--- src/rtl/unary_adder_driver_if.sv ---
// Operand handshake, unary adder stream and result bundle for unary_adder_driver.
// The slave modport is the driver block; the master modport is its surroundings.
interface unary_adder_driver_if #(
  parameter int unsigned VAL_W = 3,
  parameter int unsigned RES_W = 4
);
  logic             in_valid;
  logic             in_ready;
  logic [VAL_W-1:0] a_val;
  logic [VAL_W-1:0] b_val;
  logic             A;
  logic             B;
  logic             en;
  logic             read_or_write;
  logic             dout;
  logic             C;
  logic             res_valid;
  logic [RES_W-1:0] res_sum;
  logic             res_carry;

  modport master (
    output in_valid, a_val, b_val, dout, C,
    input  in_ready, A, B, en, read_or_write, res_valid, res_sum, res_carry
  );

  modport slave (
    input  in_valid, a_val, b_val, dout, C,
    output in_ready, A, B, en, read_or_write, res_valid, res_sum, res_carry
  );
endinterface

--- src/rtl/unary_adder_driver.sv ---
// Drives two thermometer-coded operands into the serial unary adder, then counts the
// unary dout stream back into a binary sum together with the OR of the C flag.
module unary_adder_driver #(
  parameter int unsigned FRAME_LEN = 5,
  parameter int unsigned VAL_W     = 3,
  parameter int unsigned RES_W     = 4,
  parameter int unsigned DRAIN_LEN = 12
) (
  input logic                 clk,
  input logic                 rst_n,
  unary_adder_driver_if.slave bus
);

  localparam int unsigned KW = (FRAME_LEN > 1) ? $clog2(FRAME_LEN) : 1;
  localparam int unsigned DW = (DRAIN_LEN > 1) ? $clog2(DRAIN_LEN) : 1;

  typedef enum logic [1:0] {StIdle, StSend, StDrain, StDone} state_e;

  state_e           state_q;
  logic [KW-1:0]    k_q;
  logic [DW-1:0]    d_q;
  logic [VAL_W-1:0] a_lat_q;
  logic [VAL_W-1:0] b_lat_q;
  logic             a_q;
  logic             b_q;
  logic             en_q;
  logic             rw_q;
  logic             res_valid_q;
  logic [RES_W-1:0] res_sum_q;
  logic             res_carry_q;

  function automatic logic [VAL_W-1:0] clamp(input logic [VAL_W-1:0] v);
    return (v > VAL_W'(FRAME_LEN)) ? VAL_W'(FRAME_LEN) : v;
  endfunction

  always_ff @(posedge clk) begin
    if (!rst_n) begin
      state_q     <= StIdle;
      k_q         <= '0;
      d_q         <= '0;
      a_lat_q     <= '0;
      b_lat_q     <= '0;
      a_q         <= 1'b0;
      b_q         <= 1'b0;
      en_q        <= 1'b0;
      rw_q        <= 1'b0;
      res_valid_q <= 1'b0;
      res_sum_q   <= '0;
      res_carry_q <= 1'b0;
    end else begin
      res_valid_q <= 1'b0;

      // Sample dout/C in exactly the cycles the adder is presented with write mode.
      if (rw_q) begin
        if (bus.dout && (res_sum_q != '1)) begin
          res_sum_q <= res_sum_q + RES_W'(1);
        end
        res_carry_q <= res_carry_q | bus.C;
      end

      unique case (state_q)
        StIdle: begin
          en_q <= 1'b0;
          rw_q <= 1'b0;
          a_q  <= 1'b0;
          b_q  <= 1'b0;
          if (bus.in_valid) begin
            a_lat_q     <= clamp(bus.a_val);
            b_lat_q     <= clamp(bus.b_val);
            res_sum_q   <= '0;
            res_carry_q <= 1'b0;
            k_q         <= '0;
            state_q     <= StSend;
          end
        end
        StSend: begin
          en_q <= 1'b1;
          rw_q <= 1'b0;
          a_q  <= (int'(k_q) < int'(a_lat_q));
          b_q  <= (int'(k_q) < int'(b_lat_q));
          if (k_q == KW'(FRAME_LEN - 1)) begin
            k_q     <= '0;
            d_q     <= '0;
            state_q <= StDrain;
          end else begin
            k_q <= k_q + KW'(1);
          end
        end
        StDrain: begin
          en_q <= 1'b1;
          rw_q <= 1'b1;
          a_q  <= 1'b0;
          b_q  <= 1'b0;
          if (d_q == DW'(DRAIN_LEN - 1)) begin
            state_q <= StDone;
          end else begin
            d_q <= d_q + DW'(1);
          end
        end
        StDone: begin
          en_q        <= 1'b0;
          rw_q        <= 1'b0;
          a_q         <= 1'b0;
          b_q         <= 1'b0;
          res_valid_q <= 1'b1;
          state_q     <= StIdle;
        end
        default: state_q <= StIdle;
      endcase
    end
  end

  assign bus.in_ready      = (state_q == StIdle);
  assign bus.A             = a_q;
  assign bus.B             = b_q;
  assign bus.en            = en_q;
  assign bus.read_or_write = rw_q;
  assign bus.res_valid     = res_valid_q;
  assign bus.res_sum       = res_sum_q;
  assign bus.res_carry     = res_carry_q;

endmodule

--- src/flat_wrapper.sv ---
// flat-port wrapper written by rule: the top's interface ports become plain ports
module unary_adder_driver_flat 
#(
  parameter int unsigned FRAME_LEN = 5,
  parameter int unsigned VAL_W     = 3,
  parameter int unsigned RES_W     = 4,
  parameter int unsigned DRAIN_LEN = 12
)
  (clk, rst_n, bus_in_valid, bus_a_val, bus_b_val, bus_dout, bus_C, bus_in_ready, bus_A, bus_B, bus_en, bus_read_or_write, bus_res_valid, bus_res_sum, bus_res_carry);
  unary_adder_driver_if #(.VAL_W(VAL_W), .RES_W(RES_W)) bus_i ();
  input logic clk;
  input logic rst_n;
  input wire logic [$bits(bus_i.in_valid)-1:0] bus_in_valid;
  input wire logic [$bits(bus_i.a_val)-1:0] bus_a_val;
  input wire logic [$bits(bus_i.b_val)-1:0] bus_b_val;
  input wire logic [$bits(bus_i.dout)-1:0] bus_dout;
  input wire logic [$bits(bus_i.C)-1:0] bus_C;
  output wire logic [$bits(bus_i.in_ready)-1:0] bus_in_ready;
  output wire logic [$bits(bus_i.A)-1:0] bus_A;
  output wire logic [$bits(bus_i.B)-1:0] bus_B;
  output wire logic [$bits(bus_i.en)-1:0] bus_en;
  output wire logic [$bits(bus_i.read_or_write)-1:0] bus_read_or_write;
  output wire logic [$bits(bus_i.res_valid)-1:0] bus_res_valid;
  output wire logic [$bits(bus_i.res_sum)-1:0] bus_res_sum;
  output wire logic [$bits(bus_i.res_carry)-1:0] bus_res_carry;
  assign bus_i.in_valid = bus_in_valid;
  assign bus_i.a_val = bus_a_val;
  assign bus_i.b_val = bus_b_val;
  assign bus_i.dout = bus_dout;
  assign bus_i.C = bus_C;
  assign bus_in_ready = bus_i.in_ready;
  assign bus_A = bus_i.A;
  assign bus_B = bus_i.B;
  assign bus_en = bus_i.en;
  assign bus_read_or_write = bus_i.read_or_write;
  assign bus_res_valid = bus_i.res_valid;
  assign bus_res_sum = bus_i.res_sum;
  assign bus_res_carry = bus_i.res_carry;
  unary_adder_driver #(.FRAME_LEN(FRAME_LEN), .VAL_W(VAL_W), .RES_W(RES_W), .DRAIN_LEN(DRAIN_LEN)) u_core (.clk(clk), .rst_n(rst_n), .bus(bus_i));
endmodule
--- config.mk ---
export PLATFORM = sky130hd
export DESIGN_NAME = unary_adder_driver_flat
export DESIGN_NICKNAME = d
export VERILOG_FILES = /design/src/rtl/unary_adder_driver_if.sv /design/src/rtl/unary_adder_driver.sv /design/src/flat_wrapper.sv
export SDC_FILE = /design/constraint.sdc
export NUM_CORES = 1
export LEC_CHECK = 0
export CORE_MARGIN = 2
export CORE_UTILIZATION = 51
export DETAILED_ROUTE_END_ITERATION = 12
export PLACE_DENSITY = 0.77
export SLEW_MARGIN = 20
export SYNTH_ARGS = -nofsm -noshare
export SYNTH_HDL_FRONTEND = slang
export SYNTH_SLANG_ARGS = --single-unit
--- constraint.sdc ---
create_clock -name clk -period 1.9 [get_ports clk]
set_input_delay 0.57 -clock clk [delete_from_list [all_inputs] [get_ports clk]]
set_output_delay 0.57 -clock clk [all_outputs]
set_load 0.02 [all_outputs]
==> results.txt, run 1 <==
Final HPWL DP: 1865 µm
Clock transition at path regs: 0.13 ns
fin crit period: 1.824 ns
crit-path max cell delay: 0.60 ns
fin cells: 196
Async S/R FF share, synth: 0%
LEAKAGE: 0.0006727 µW
antenna-violating nets left: 0
drt first-iter violations: 10
Peak VDD IR: 0.6650 mV
Ys Warns: 0
Slew HR: 73.10%
fin nets: 190
DRT Wirelength: 2419 µm
syn_nets: 163
Syn Inst Count: 140
crit path capture type: output port
Most used DFF post-synth: dfxtp_1
Post-Place Cells: 192
slowest CP cell: clkdlybuf4s50_1
total global routing overflow: 0
fin crit share: 96.01%
routed vias: 1061
RSZ-0062 raised after global routing: no
row count: 18
Root Driver: clkbuf_4
gr usage total: 18.87%
Ports: 22
syn avg cell area: 9.134 µm²
Setup Viol. Count Final: 0
Hold-fix buffers, CTS: 0
area of the core: 2432 µm²
fmax: 548.2 MHz
die area: 2924 µm²
Max Buffers Root-to-Sink: 2
EDFF count, synth: 0
clk_lat worst skew: 0.30 ns
crit path max fanout: 2
via/cell ratio: 5.413
Ant. Diodes: 0
I/O Buffers: 21
cell area after synthesis: 1279 µm²
DRC: 0
Top delay family on crit path: buffers and inverters
share of layout cells above drive strength 1: 10.24%
Worst Setup Path Type: reg2out
most common cell after layout, fill and taps aside: dfxtp_1
Distinct cells, synth: 41
CP Data Arrival Time: 1.25 ns
setup_tns: 0 ns
clock tree from TritonCTS: done
final hold vios: 0
vias in the first global route: 1011
Clock Sinks: 25
initial antenna violation count: 0
Die Wd: 54.08 µm
status: complete, no violations
Worst setup SP type: flip-flop
worst-margin pin slew: 0.3999 ns
largest net degree at the start of global routing: 19
Seq/Total Area, Yosys: 39.14%
routed len/inst: 12.34 µm
Final Skew: 0.003228 ns
Max Cap Violations: 0
Cell Pwr Density: 1027 nW/µm²
#FFs+latches synth: 25
most frequent cells in the layout: dfxtp_1, nand2_1, clkdlybuf4s50_1
H-tree levels: 1
Layout area overhead: 22.90%
GP Congestion: 0.8213
die height: 54.08 µm
CTS Buf Count: 3
Buf/Inv on CP: 1
Hold Crit Class: reg2reg
Slew Limit Fails: 0
first-pass GRT wire length: 4043 µm
First-pass DRT Iterations: 4
initial core utilization: 52.57%
critical path cell sequence: clkdlybuf4s50_1
WP data required: 1.33 ns
==> worst min-delay path, delay by kind of cell (launching register included) <==
kind / cells / cell delay [ns]
DFF: 1 / 0.33
AOI/OAI and AO/OA: 1 / 0.06
and+or+nand+nor: 1 / 0.05
==> Yosys cell counts (2+ instances only) <==
cell type,count,area [µm²]
dfxtp_1,25,500.5
nand2_1,18,67.56
inv_1,13,48.80
ha_1,12,150.1
a21oi_1,8,40.04
a21boi_0,7,52.55
nand2b_1,5,31.28
o21ai_0,5,25.02
and2_1,3,18.77
clkbuf_1,3,11.26
mux2i_1,3,30.03
nand3b_1,3,22.52
a211oi_2,2,25.02
a21o_1,2,15.01
and3_1,2,12.51
nor3_1,2,10.01
o22ai_1,2,12.51
or3_1,2,12.51
==> metrics by stage <==
stage	hold slack, ns	cell area [µm²]	power (µW)	util, %	setup WS [ns]
3_5_place_dp	0.4573	1541	1402	63.37	0.02479
3_3_place_gp	0.4527	1541	1379	63.37	0.05266
6_report	0.4721	1572	1614	64.61	0.07578
5_1_grt	0.5080	1572	1735	64.61	0.004077
2_1_floorplan	0.4410	1279	1188	-	0.2527
4_1_cts	0.4746	1565	1627	64.35	0.003147
==> layer usage <==
metal	up-vias	routed length, µm	track usage (%)
met5	-	0	0
met4	0	12	7.500
met3	2	102	3.611
met2	15	1161	31.71
met1	499	1142	23.71
li1	545	-	-
==> cell type report <==
| cell class | count | area (µm²) |
|---|---|---|
| Inverter | 13 | 48.80 |
| Fill cell | 215 | 860.8 |
| Clock buffer | 4 | 26.28 |
| Sequential cell | 25 | 503.0 |
| Tap cell | 30 | 37.54 |
| Multi-Input combinational cell | 98 | 706.9 |
| Timing Repair Buffer | 26 | 249.0 |
==> registers in the layout, summed over array words and instances (netlist names) <==
name,count
u_core.bus.res_valid,1
u_core.bus.A,1
u_core.bus.res_sum,4
u_core.d_q,4
u_core.bus.read_or_write,1
u_core.bus.res_carry,1
u_core.state_q,2
u_core.bus.B,1
u_core.k_q,3
u_core.bus.en,1
u_core.a_lat_q,3
u_core.b_lat_q,3
==> cells by family (layout without fill, tap and decap cells) <==
| family | count (synthesis) | in the layout | synth area share [%] |
|---|---|---|---|
| flip-flops | 25 | 25 | 39.14 |
| AND/OR/NAND/NOR | 45 | 45 | 19.57 |
| multiplexers | 3 | 3 | 2.348 |
| AO/OA/AOI/OAI | 38 | 38 | 21.62 |
| adder cells (fa/ha/maj) | 12 | 12 | 11.74 |
| buffers and inverters | 17 | 43 | 5.577 |
==> path summary, 6_finish.rpt <==
check | from | end | depth (start not counted) | slack, ns
worst max register to register | u_core.state_q[0] | u_core.bus.B | 5 | 0.26
worst max-delay path | u_core.bus.res_carry | bus_res_carry | 1 | 0.08
worst min register to register | u_core.a_lat_q[1] | u_core.a_lat_q[1] | 2 | 0.47
worst min-delay path | u_core.a_lat_q[1] | u_core.a_lat_q[1] | 2 | 0.47
==> what timing repair did <==
action	in CTS	in global routing
endpoints found under the setup margin	4	3
gates resized for setup	6	3
buffers inserted	0	0
==> where the power goes <==
part	leakage (µW)	internal [µW]	switching, µW
clock	0.0000150	81.8	146
sequential	0.000204	608	50.0
combinational	0.000454	340	389
total	0.000673	1030	584
No activity file was read; power rests on OpenSTA's default activity.
==> inputs of run 2 (changes only) <==
- CORE_MARGIN: 2 -> 5
==> run 2 against run 1 <==
Net effect:
- register-to-register slack barely moved
- clock power barely moved
- critical path depth did not move
- non-clock buffer count did not move
- clock skew fell by 0.0019 ns
- first-iteration DRC count rose by 10%
- die area rose by 23%
- critical path type unchanged
- largest cell class unchanged
==> results.txt, run 2 (synthesis results as in run 1) <==
largest net degree at the start of global routing: 16 (was 19)
Final Skew: 0.001319 ns (was 0.003228 ns)
DRT Wirelength: 2545 µm (was 2419 µm)
CTS Buf Count: 3 (unchanged)
crit path capture type: output port (unchanged)
Ant. Diodes: 0 (unchanged)
fin crit share: 96.61% (was 96.01%)
routed vias: 1045 (was 1061)
Max Buffers Root-to-Sink: 2 (unchanged)
Worst setup SP type: flip-flop (unchanged)
GR met2 Demand/Resource: 27.93% (was 31.71%)
Top delay family on crit path: buffers and inverters (unchanged)
Hold Crit Class: reg2reg (unchanged)
Die Wd: 60.08 µm (was 54.08 µm)
most common cell after layout, fill and taps aside: dfxtp_1 (unchanged)
fin nets: 190 (unchanged)
pre-CTS setup slack: 0.01775 ns (was 0.02479 ns)
Fill cells: 227 (was 215)
I/O Buffers: 21 (unchanged)
WP data required: 1.33 ns (about the same)
die area: 3609 µm² (was 2924 µm²)
clk_lat worst skew: 0.31 ns (was 0.30 ns)
antenna-violating nets left: 0 (unchanged)
GP Congestion: 0.7757 (was 0.8213)
H-tree levels: 1 (unchanged)
crit-path max cell delay: 0.60 ns (about the same)
Buf/Inv on CP: 1 (unchanged)
Root Driver: clkbuf_4 (unchanged)
DRC: 0 (unchanged)
row count: 18 (unchanged)
clock tree from TritonCTS: done (unchanged)
Setup Viol. Count Final: 0 (unchanged)
status: complete, no violations (unchanged)
routed len/inst: 12.98 µm (was 12.34 µm)
met1 Use GR: 18.60% (was 23.71%)
Min Hold Slack: 0.4720 ns (was 0.4721 ns)
via/cell ratio: 5.332 (was 5.413)
Layout area overhead: 22.31% (was 22.90%)
RSZ-0062 raised after global routing: no (unchanged)
Worst Setup Path Type: reg2out (unchanged)
worst-margin pin slew: 0.4090 ns (was 0.3999 ns)
Slew HR: 72.49% (was 73.10%)
drt first-iter violations: 11 (was 10)
Cell Pwr Density: 1038 nW/µm² (was 1027 nW/µm²)
post-route setup slack: 0.06442 ns (was 0.07578 ns)
crit path max fanout: 2 (unchanged)
Peak VDD IR: 0.6195 mV (was 0.6650 mV)
final hold vios: 0 (unchanged)
Clock transition at path regs: 0.12 ns (was 0.13 ns)
initial core utilization: 52.57% (unchanged)
most frequent cells in the layout: dfxtp_1, nand2_1, clkdlybuf4s50_1 (unchanged)
die height: 60.08 µm (was 54.08 µm)
fmax: 544.8 MHz (was 548.2 MHz)
Ports: 22 (unchanged)
share of layout cells above drive strength 1: 10.24% (unchanged)
setup_tns: 0 ns (unchanged)
first-pass GRT wire length: 4291 µm (was 4043 µm)
total global routing overflow: 0 (unchanged)
area of the core: 2432 µm² (unchanged)
Final HPWL DP: 2010 µm (was 1865 µm)
Hold-fix buffers, CTS: 0 (unchanged)
Slew Limit Fails: 0 (unchanged)
Clock Sinks: 25 (unchanged)
critical path cell sequence: clkdlybuf4s50_1 (unchanged)
gr busiest metal: met2 (unchanged)
initial antenna violation count: 0 (unchanged)
slowest CP cell: clkdlybuf4s50_1 (unchanged)
vias in the first global route: 1049 (was 1011)
LEAKAGE: 0.0006453 µW (was 0.0006727 µW)
postcts setup bufs: 0 (unchanged)
Max Cap Violations: 0 (unchanged)
CP Data Arrival Time: 1.27 ns (was 1.25 ns)
First-pass DRT Iterations: 4 (unchanged)
fin crit period: 1.836 ns (was 1.824 ns)
GR Util met3: 2.592% (was 3.611%)
gr usage total: 15.66% (was 18.87%)
==> run 2: cell types whose count changed in the layout (fill, tap and decap cells not counted) <==
| cell | delta |
|---|---|
| dlygate4sd2_1 | +2 |
| dlymetal6s2s_1 | -2 |
==> run 2: cell type report <==
class	instances	area [µm²]	area share, %
clock buffer	4	26.28	1.680
inverter	13	48.80	3.120
multi-input combinational	98	706.9	45.20
sequential	25	503.0	32.16
tap	30	37.54	2.400
timing repair buffer	26	241.5	15.44
==> run 2: metrics by stage <==
| step | cell area (µm²) | utilization [%] | total power [µW] | instances |
|---|---|---|---|---|
| after global routing | 1564 | 64.30 | 1738 | 196 |
| after floorplan | 1279 | - | 1188 | 140 |
| after CTS | 1563 | 64.25 | 1635 | 196 |
| after detailed placement | 1541 | 63.37 | 1408 | 192 |
| after global placement | 1541 | 63.37 | 1383 | 192 |
| final | 1564 | 64.30 | 1623 | 196 |
==> run 2: path summary, 6_finish.rpt <==
path / depth (start not counted) / slack (ns) / endpoint / startpoint
max: 1 / 0.06 / bus_res_carry / u_core.bus.res_carry
min: 2 / 0.47 / u_core.b_lat_q[2] / u_core.b_lat_q[2]
max reg2reg: 5 / 0.25 / u_core.bus.B / u_core.state_q[0]
min reg2reg: 2 / 0.47 / u_core.b_lat_q[2] / u_core.b_lat_q[2]
==> run 2: power breakdown <==
part / switching [µW] / internal (µW)
logic: 398 / 337
registers: 51.0 / 608
clock network: 147 / 82.2
==> run 2: metal layers <==
metal,up-vias,wire length (µm)
met2,19,1234
met1,480,1161
met3,2,118
met5,-,0
met4,0,31
li1,544,-
==> run 2: timing repair <==
item,CTS,global route
setup endpoints to repair,6,1
gates resized for setup,8,1
pin swaps,0,0
gates cloned,0,0
==> inputs of run 3 (changes only) <==
- CORE_UTILIZATION: 51 -> 46
- PLACE_DENSITY: 0.77 -> 0.74
- clock period: 1.9 -> 1.5 ns (I/O delays scaled with it)
==> run 3 against run 2 <==
Net effect:
- critical endpoint is now u_core.bus.B
- core utilization shrank 1.9 points
- clock power is 31% higher
- global-route usage fell by 0.89 points
- non-clock buffer count rose by 12
- hold slack gained 0.0025 ns
- design area is 8.1% higher
==> results.txt, run 3 (synthesis results as in run 1) <==
area of the core: 2710 µm² (was 2432 µm²)
Fill cells: 246 (was 227)
fin crit period: 1.479 ns
total power draw: 2340 µW (was 1623 µW)
Buf/Inv on CP: 2 (was 1)
Top delay family on crit path: simple AND/OR/NAND/NOR gates (was buffers and inverters)
post-route setup slack: 0.02112 ns (was 0.06442 ns)
Ant. Diodes: 0 (unchanged)
WHS Path Cells: 2 (unchanged)
antenna-violating nets left: 0 (unchanged)
H-tree levels: 1 (unchanged)
status: complete, no violations (unchanged)
Cell Pwr Density: 1384 nW/µm² (was 1038 nW/µm²)
Max Buffers Root-to-Sink: 2 (unchanged)
most common cell after layout, fill and taps aside: dfxtp_1 (unchanged)
fin crit share: 98.59%
fin nets: 202 (was 190)
initial antenna violation count: 0 (unchanged)
Worst Setup Path Type: reg2reg (was reg2out)
LEAKAGE: 0.0007145 µW (was 0.0006453 µW)
gr usage total: 14.77% (was 15.66%)
crit path max fanout: 8 (was 2)
total global routing overflow: 0 (unchanged)
CP Data Arrival Time: 1.72 ns (was 1.27 ns)
Final Skew: 0.001939 ns (was 0.001319 ns)
Layout area overhead: 32.19% (was 22.31%)
routed vias: 1136 (was 1045)
GP Congestion: 0.7500 (was 0.7757)
clock tree from TritonCTS: done (unchanged)
Hold Crit Class: reg2reg (unchanged)
sequential cell area: 505.5 µm² (was 503.0 µm²)
Peak VDD IR: 0.9708 mV (was 0.6195 mV)
row count: 19 (was 18)
DRT Wirelength: 2885 µm (was 2545 µm)
WHS Endpoint: u_core.a_lat_q[1] (was u_core.b_lat_q[2])
area of the multi-input gates: 738.2 µm² (was 706.9 µm²)
Ports: 22 (unchanged)
Clock transition at path regs: 0.13 ns (was 0.12 ns)
pre-CTS setup slack: -0.2810 ns (was 0.01775 ns)
FF-to-FF Start: u_core.state_q[1] (was u_core.state_q[0])
first-pass GRT wire length: 4816 µm (was 4291 µm)
die height: 62.73 µm (was 60.08 µm)
critical path cell sequence: inv_2 > ha_4 > buf_6 > or4b_4 > a211oi_2 (was clkdlybuf4s50_1)
CTS Buf Count: 3 (unchanged)
final hold vios: 0 (unchanged)
via/cell ratio: 5.435 (was 5.332)
routed len/inst: 13.80 µm (was 12.98 µm)
Hold-fix buffers, CTS: 0 (unchanged)
setup_tns: 0 ns (unchanged)
Max Cap Violations: 0 (unchanged)
First-pass DRT Iterations: 4 (unchanged)
Slew HR: 79.74% (was 72.49%)
clk_lat worst skew: 0.31 ns (about the same)
WP data required: 1.75 ns (was 1.33 ns)
drt first-iter violations: 43 (was 11)
largest net degree at the start of global routing: 18 (was 16)
worst-margin pin slew: 0.2999 ns (was 0.4090 ns)
slowest CP cell: or4b_4 (was clkdlybuf4s50_1)
setup slack, reg-to-reg: 0.02 ns (was 0.25 ns)
Worst setup SP type: flip-flop (unchanged)
Final HPWL DP: 2275 µm (was 2010 µm)
crit path capture type: flip-flop (was output port)
RR Endpoint: u_core.bus.B (unchanged)
Root Driver: clkbuf_4 (unchanged)
Die Wd: 62.73 µm (was 60.08 µm)
share of layout cells above drive strength 1: 23.60% (was 10.24%)
I/O Buffers: 21 (unchanged)
crit-path max cell delay: 0.55 ns (was 0.60 ns)
Slew Limit Fails: 0 (unchanged)
most frequent cells in the layout: dfxtp_1, nand2_1, buf_4 (was dfxtp_1, nand2_1, clkdlybuf4s50_1)
Clock Sinks: 25 (unchanged)
DRC: 0 (unchanged)
fmax: 676.2 MHz
initial core utilization: 47.18% (was 52.57%)
Setup Viol. Count Final: 0 (unchanged)
vias in the first global route: 1128 (was 1049)
HP Start: u_core.a_lat_q[1] (was u_core.b_lat_q[2])
die area: 3934 µm² (was 3609 µm²)
RSZ-0062 raised after global routing: yes (was no)
reg2reg path depth: 5 (unchanged)
run 3: cell types whose count changed in the layout (fill, tap and decap cells not counted), moves of 3 or more:
| cell | change |
|---|---|
| ha_1 | -3 |
| buf_6 | +3 |
| clkdlybuf4s50_1 | -5 |
| buf_4 | +10 |
run 3: repair_timing:
item,in CTS,in global routing
buffers inserted,1,0
setup endpoints to repair,13,15
hold endpoints to repair,0,0
gates cloned,0,0
resized for setup,22,12
pin swaps,3,2
run 3: worst max path at each step:
stage	slack, ns	endpoint	from	cells past startpoint
2_1_floorplan	0.02	u_core.bus.A	u_core.state_q[0]	5
3_3_place_gp	-0.24	u_core.bus.res_sum[2]	rst_n	5
3_5_place_dp	-0.28	u_core.bus.res_sum[2]	rst_n	5
4_1_cts	0.0008	u_core.state_q[1]	u_core.state_q[0]	6
5_1_grt	-0.03	u_core.bus.B	u_core.state_q[0]	5
6_report	0.02	u_core.bus.B	u_core.state_q[1]	5
run 3: metrics by stage:
stage | hold WS (ns) | utilization (%) | cell area [µm²] | cells
after floorplan | 0.4410 | - | 1294 | 140
after global placement | 0.4520 | 60.53 | 1640 | 204
after detailed placement | 0.4630 | 60.53 | 1640 | 204
after CTS | 0.4828 | 61.63 | 1670 | 209
after global routing | 0.5139 | 62.37 | 1690 | 209
final | 0.4745 | 62.37 | 1690 | 209
run 3: layer usage:
metal  wire [µm]  up-vias  track usage (%)
met5           0        -                0
met4          36        0            4.775
met3         106        4            2.518
met2        1544       21            27.98
met1        1198      539            16.36
li1            -      572                -
run 3: area by class of cell:
cell class / instances / share of cell area (%)
Multi-Input combinational cell: 98 / 43.67
Sequential cell: 25 / 29.90
Timing Repair Buffer: 38 / 19.69
Inverter: 13 / 2.887
Tap cell: 31 / 2.295
Clock buffer: 4 / 1.554
run 3: report_power, final:
| part | leakage (µW) | switching [µW] | internal [µW] |
|---|---|---|---|
| logic | 0.000495 | 596 | 621 |
| registers | 0.000205 | 53.0 | 770 |
| clock network | 0.0000150 | 196 | 104 |
| total | 0.000715 | 845 | 1490 |
run 3: worst min-delay path, delay by kind of cell (launching register included):
| kind | cells | cell delay (ns) |
|---|---|---|
| compound gates | 1 | 0.06 |
| flops | 1 | 0.34 |
| simple gates | 1 | 0.05 |
